### src/rtl/formula_sum_isqrt_fsm.sv
`default_nettype none
// ============================================================================
//  Module   : formula_sum_isqrt_fsm
//  Purpose  : Sums the integer square roots of N_ARGS 32-bit arguments using a
//             bank of N_ISQRT external isqrt pipelines, in rounds of N_ISQRT
//             lanes. Operands are latched on accept, so the source may change
//             args right afterwards. A lane-mismatch error flag is sticky.
//  Ports    : clk, rst             - clock, synchronous active-high reset
//             arg_vld, args        - request strobe and packed arguments
//             busy                 - request in flight (accept to res_vld)
//             res_vld, res         - one-cycle result pulse, held sum
//             err                  - sticky partial-lane-valid error
//             isqrt_x_vld, isqrt_x - operands to the isqrt bank
//             isqrt_y_vld, isqrt_y - roots returned by the isqrt bank
//  Revision : 1.0 - initial release
// ============================================================================
module formula_sum_isqrt_fsm #(
    parameter int N_ARGS  = 3,
    parameter int N_ISQRT = 2,
    parameter int RES_W   = 16 + $clog2(N_ARGS + 1)
) (
    input  logic                  clk,
    input  logic                  rst,
    input  logic                  arg_vld,
    input  logic [N_ARGS*32-1:0]  args,
    output logic                  busy,
    output logic                  res_vld,
    output logic [RES_W-1:0]      res,
    output logic                  err,
    output logic [N_ISQRT-1:0]    isqrt_x_vld,
    output logic [N_ISQRT*32-1:0] isqrt_x,
    input  logic [N_ISQRT-1:0]    isqrt_y_vld,
    input  logic [N_ISQRT*16-1:0] isqrt_y
);

    localparam int C_ROUNDS = (N_ARGS + N_ISQRT - 1) / N_ISQRT;
    localparam int C_RND_W  = $clog2(C_ROUNDS + 1);
    // Operand table is sized to the full index range of the round counter so
    // the round register can index it directly without width adaptation.
    localparam int C_TBL    = 2 ** C_RND_W;

    typedef enum logic [1:0] {
        S_IDLE  = 2'd0,
        S_ISSUE = 2'd1,
        S_WAIT  = 2'd2,
        S_DONE  = 2'd3
    } state_t;

    state_t                  r_state;
    state_t                  w_state_next;
    logic [N_ARGS*32-1:0]    r_arg_q;
    logic [C_RND_W-1:0]      r_round;
    logic [RES_W-1:0]        r_acc;
    logic [RES_W-1:0]        r_res;
    logic                    r_res_vld;
    logic                    r_err;

    logic [N_ISQRT*32-1:0]   w_round_ops [C_TBL];
    logic [RES_W-1:0]        w_lane_sum;
    logic                    w_accept;
    logic                    w_all_vld;
    logic                    w_partial_vld;
    logic                    w_last_round;

    // Per-round operand vectors; lanes beyond the last argument carry zero.
    for (genvar r = 0; r < C_TBL; r++) begin : g_round
        for (genvar j = 0; j < N_ISQRT; j++) begin : g_lane
            if (r * N_ISQRT + j < N_ARGS) begin : g_arg
                assign w_round_ops[r][j*32 +: 32] = r_arg_q[(r*N_ISQRT + j)*32 +: 32];
            end else begin : g_zero
                assign w_round_ops[r][j*32 +: 32] = 32'd0;
            end
        end
    end

    always_comb begin
        w_lane_sum = '0;
        for (int j = 0; j < N_ISQRT; j++) begin
            w_lane_sum = w_lane_sum + RES_W'(isqrt_y[j*16 +: 16]);
        end
    end

    // A request in the res_vld cycle is refused: busy is still high there.
    assign w_accept      = (r_state == S_IDLE) && arg_vld && !r_res_vld;
    assign w_all_vld     = &isqrt_y_vld;
    assign w_partial_vld = (|isqrt_y_vld) && !w_all_vld;
    assign w_last_round  = (r_round == C_RND_W'(C_ROUNDS - 1));

    always_ff @(posedge clk) begin
        if (rst) begin
            r_state <= S_IDLE;
        end else begin
            r_state <= w_state_next;
        end
    end

    always_comb begin
        w_state_next = r_state;
        unique case (r_state)
            S_IDLE:  if (w_accept) w_state_next = S_ISSUE;
            S_ISSUE: w_state_next = S_WAIT;
            S_WAIT:  if (w_all_vld) w_state_next = w_last_round ? S_DONE : S_ISSUE;
            S_DONE:  w_state_next = S_IDLE;
            default: w_state_next = S_IDLE;
        endcase
    end

    always_ff @(posedge clk) begin
        if (rst) begin
            r_arg_q   <= '0;
            r_round   <= '0;
            r_acc     <= '0;
            r_res     <= '0;
            r_res_vld <= 1'b0;
            r_err     <= 1'b0;
        end else begin
            r_res_vld <= 1'b0;
            unique case (r_state)
                S_IDLE: begin
                    if (w_accept) begin
                        r_arg_q <= args;
                        r_acc   <= '0;
                        r_round <= '0;
                    end
                end
                S_WAIT: begin
                    // Only a complete beat is summed; a partial one just flags
                    // the error and the FSM keeps waiting for a full beat.
                    if (w_all_vld) begin
                        r_acc <= r_acc + w_lane_sum;
                        if (!w_last_round) begin
                            r_round <= r_round + C_RND_W'(1);
                        end
                    end else if (w_partial_vld) begin
                        r_err <= 1'b1;
                    end
                end
                S_DONE: begin
                    r_res     <= r_acc;
                    r_res_vld <= 1'b1;
                end
                default: ;
            endcase
        end
    end

    assign busy        = (r_state != S_IDLE) || r_res_vld;
    assign res_vld     = r_res_vld;
    assign res         = r_res;
    assign err         = r_err;
    assign isqrt_x_vld = {N_ISQRT{r_state == S_ISSUE}};
    assign isqrt_x     = w_round_ops[r_round];

endmodule
`default_nettype wire

### config.mk
export PLATFORM = sky130hd
export DESIGN_NAME = formula_sum_isqrt_fsm
export DESIGN_NICKNAME = d
export VERILOG_FILES = /design/src/rtl/formula_sum_isqrt_fsm.sv
export SDC_FILE = /design/constraint.sdc
export NUM_CORES = 1
export LEC_CHECK = 0
export BUFFER_PORTS_ARGS = -buffer_cell sky130_fd_sc_hd__buf_2
export CORE_MARGIN = 5
export CORE_UTILIZATION = 51
export DETAILED_ROUTE_END_ITERATION = 7
export GPL_TIMING_DRIVEN = 0
export PLACE_DENSITY = 0.78
export SLEW_MARGIN = 20
export SYNTH_ARGS = -nofsm -noshare
export SYNTH_HDL_FRONTEND = slang
export SYNTH_SLANG_ARGS = --single-unit
### constraint.sdc
create_clock -name clk -period 3.1 [get_ports clk]
set_input_delay 0.31 -clock clk [delete_from_list [all_inputs] [get_ports clk]]
set_output_delay 0.31 -clock clk [all_outputs]
set_load 0.03 [all_outputs]
==> reports/results.tsv <==
stage	metric	value	unit
synth	yosysTopAreaCell	dfxtp_1	
floorplan	pin_count	220	
synth	syn_inst	813	
synth	syn-cell-area	6520	sq um
timing	grt_setup_unrepaired	no	
synth	synth.distinct_cells	51	
timing	max_slew_margin	41.9	%
timing	fin_worst_skew	0.00503	ns
critical_path	reg2reg_depth	8	
power	p_leak	3.75	nW
synth	syn_area_per_cell	8.02	sq um
clock_network	clkLatencyLatePin	0.41	ns
placed_design	dpl_cell_area	7830	sq um
detailed_routing	via_count	6328	
critical_path	worst-endpoint-required	3.41	ns
synth	synth_common_cells	242 x nand2_1, 138 x dfxtp_1, 134 x a21oi_1, 51 x nor2_1, 48 x clkbuf_1	
synth	ys_seq_area_share	42.4	%
timing	worst_slew_pin_slew	0.869	ns
placed_design	place_hpwl	14200	microns
synth	synth_edf_count	0	
clock_network	cts_tree	yes	
finish	syn_to_final_growth	28.8	%
clock_network	cts_root_buffer	clkbuf_16	
detailed_routing	wire_per_inst	15.0	microns
critical_path	startpoint_type	flop	
detailed_routing	dr.first_iter.drc_count	417	
clock_network	cts_hold_buffers	0	
global_route	grt_pass1_vias	5976	
clock_network	clk_pin_slew	0.06	ns
power	ir_drop	329	uV
detailed_routing	firstDrtPassIters	6	
clock_network	cts_made_buffers	17	
timing	finalSetupTns	0	ns
floorplan	die_h	123	microns
finish	num-nets-final	1218	
synth	synth.area.top_cells	dfxtp_1 42%, nand2_1 14%, a21oi_1 10%	
timing	setup_viol	0	
run	cap_violations	0	
clock_network	cts_setup_buffers	0	
timing	slew_viol_final	0	
placed_design	port_buffers	218	
power	power_density	562	nW/um^2
global_route	grt_overflow	0	
critical_path	criticalPathCategory	reg -> reg	
hold_path	min_from	args[82]	
synth	synth_seq_cells	138	
detailed_routing	wl	18600	microns
detailed_routing	final_antenna_net_count	0	
global_route	grt_antenna_before_repair	3	
placed_design	gp_congestion	0.895	
timing	hold_violations	0	
critical_path	r2r_start	r_acc[5]$_SDFFE_PP0P_	
timing	post-route-min-period	2.91	ns
detailed_routing	drc	0	
global_route	grt_max_degree	17	
global_route	gr-usage-all-layers	24.2	%
critical_path	r2r_end	r_acc[16]$_SDFFE_PP0P_	
timing	fmax	343	MHz
detailed_routing	vias_per_cell	5.12	
timing	fin_crit_sh	94.0	%
critical_path	cp.arrival	3.22	ns
finish	drive_above_1_share	24.6	%
critical_path	crit_path_end_kind	flop	
hold_path	whs_endpoint	r_arg_q[82]$_SDFFE_PP0P_	
global_route	grt_pass1_wl	28800	microns
floorplan	core-area	12600	sq um
synth	async_reset_ff_share	0	%
floorplan	start_util	51.9	%
power	total_power	0.00472	W
clock_network	cts_buffer_depth	2	
floorplan	rows	41	
synth	synth_ff_type	dfxtp_1	
synth	yosysWarnings	0	
synth	synth.top_cell.area_share	42.4	%
critical_path	crit_fanout	5	
floorplan	die_area	15100	sq um
hold_path	hold_depth	3	
finish	final_area	8400	sq um
hold_path	hold_class	in -> reg	
clock_network	clkSinkCount	138	
critical_path	r2r_slack	0.19	ns
clock_network	cts_max_level	4	
synth	syn-num-nets	981	
synth	synth.most_common_cell	nand2_1	
status	status	finished clean	
floorplan	die_w	123	microns
==> routing by layer <==
layer | global-route usage [%] | routed length, microns | part of all wire, % | vias to the layer above
met5 | 0 | 21 | 0.11 | -
met4 | 10.1 | 495 | 2.7 | 4
met3 | 6.13 | 1510 | 8.1 | 37
met2 | 40.4 | 8760 | 47 | 208
met1 | 29.8 | 7770 | 42 | 2894
li1 | - | - | - | 3185
==> cell type report <==
| class | count | area, sq um |
|---|---|---|
| timing repair buffer | 218 | 1090 |
| sequential | 138 | 2760 |
| tap | 172 | 215 |
| clock buffer | 24 | 492 |
| clock inverter | 8 | 67.6 |
| buffer | 57 | 223 |
| antenna | 1 | 2.50 |
| fill | 1121 | 4170 |
| inverter | 6 | 22.5 |
| multi-input combinational | 612 | 3520 |
==> timing repair <==
action / CTS / global route
resized for setup: 0 / 1
endpoints found under the setup margin: 0 / 1
hold endpoints to repair: 0 / 0
==> state kept, by name, summed over array words and instances (netlist names) <==
| name | count |
|---|---|
| r_arg_q | 96 |
| r_acc | 18 |
| res | 18 |
| r_round | 2 |
| r_state | 2 |
| err | 1 |
| res_vld | 1 |
==> critical path: stages (launching register included) <==
cell and delay, ns:
dfxtp_1 0.38, fa_1 0.44, ha_1 0.37, a21oi_1 0.23
nand2_1 0.13, o211ai_2 0.30, a2111oi_0 0.20, or4_1 0.51
a32o_1 0.25
==> through the flow <==
stage                     setup slack [ns]  instances  utilization, %  hold WS, ns
after global placement               0.136       1203            62.3        0.437
after CTS                            0.201       1235            66.7        0.114
final                                0.185       1236            66.8        0.130
after global routing                0.0707       1236            66.8        0.123
after detailed placement             0.116       1203            62.3        0.443
after floorplan                      0.392        813               -        0.432
==> kinds of logic after synthesis <==
kind of cell / synth area share, %
simple gates: 23.0
compound gates: 15.7
flops: 42.4
buf+inv: 3.76
fa+ha+maj: 8.67
mux: 5.07
xor+xnor: 1.34
==> placed cells by master, fill, tap and decap left out, types with 2 or more instances in the layout <==
cell and instances:
o211ai_1 3, clkinv_2 6, buf_2 221, nand2_1 242
inv_1 6, a22oi_1 5, clkbuf_16 17, nor3_1 3
clkbuf_8 4, xnor2_1 8, buf_1 4, mux2i_1 33
or3_1 2, a21oi_1 134, nor2_1 51, a32oi_1 2
o21bai_1 3, dfxtp_1 138, ha_1 18, fa_1 17
clkbuf_1 51, and2_1 35, a21o_1 5, nand2b_1 3
nand3_1 4, a22o_1 7, xor2_1 2, a32o_1 2
o21ai_0 7, nor2b_1 3, o21a_1 2
==> report_power, final <==
group          total, W  leakage [nW]  internal (W)  switching [W]
clock           0.00191         0.280       0.00118       0.000727
sequential      0.00192          1.13       0.00187      0.0000486
combinational  0.000897          2.34      0.000331       0.000565
total           0.00472          3.75       0.00338        0.00134
==> worst max path at each step <==
stage / depth (start not counted) / to / start
3_3_place_gp: 9 / r_acc[16]$_SDFFE_PP0P_ / isqrt_y[2]
2_1_floorplan: 8 / r_acc[16]$_SDFFE_PP0P_ / isqrt_y[9]
6_report: 8 / r_acc[16]$_SDFFE_PP0P_ / r_acc[5]$_SDFFE_PP0P_
4_1_cts: 8 / r_acc[16]$_SDFFE_PP0P_ / r_acc[5]$_SDFFE_PP0P_
5_1_grt: 8 / r_acc[16]$_SDFFE_PP0P_ / r_acc[5]$_SDFFE_PP0P_
3_5_place_dp: 9 / r_acc[16]$_SDFFE_PP0P_ / isqrt_y[2]
No activity file was read; power rests on OpenSTA's default activity.
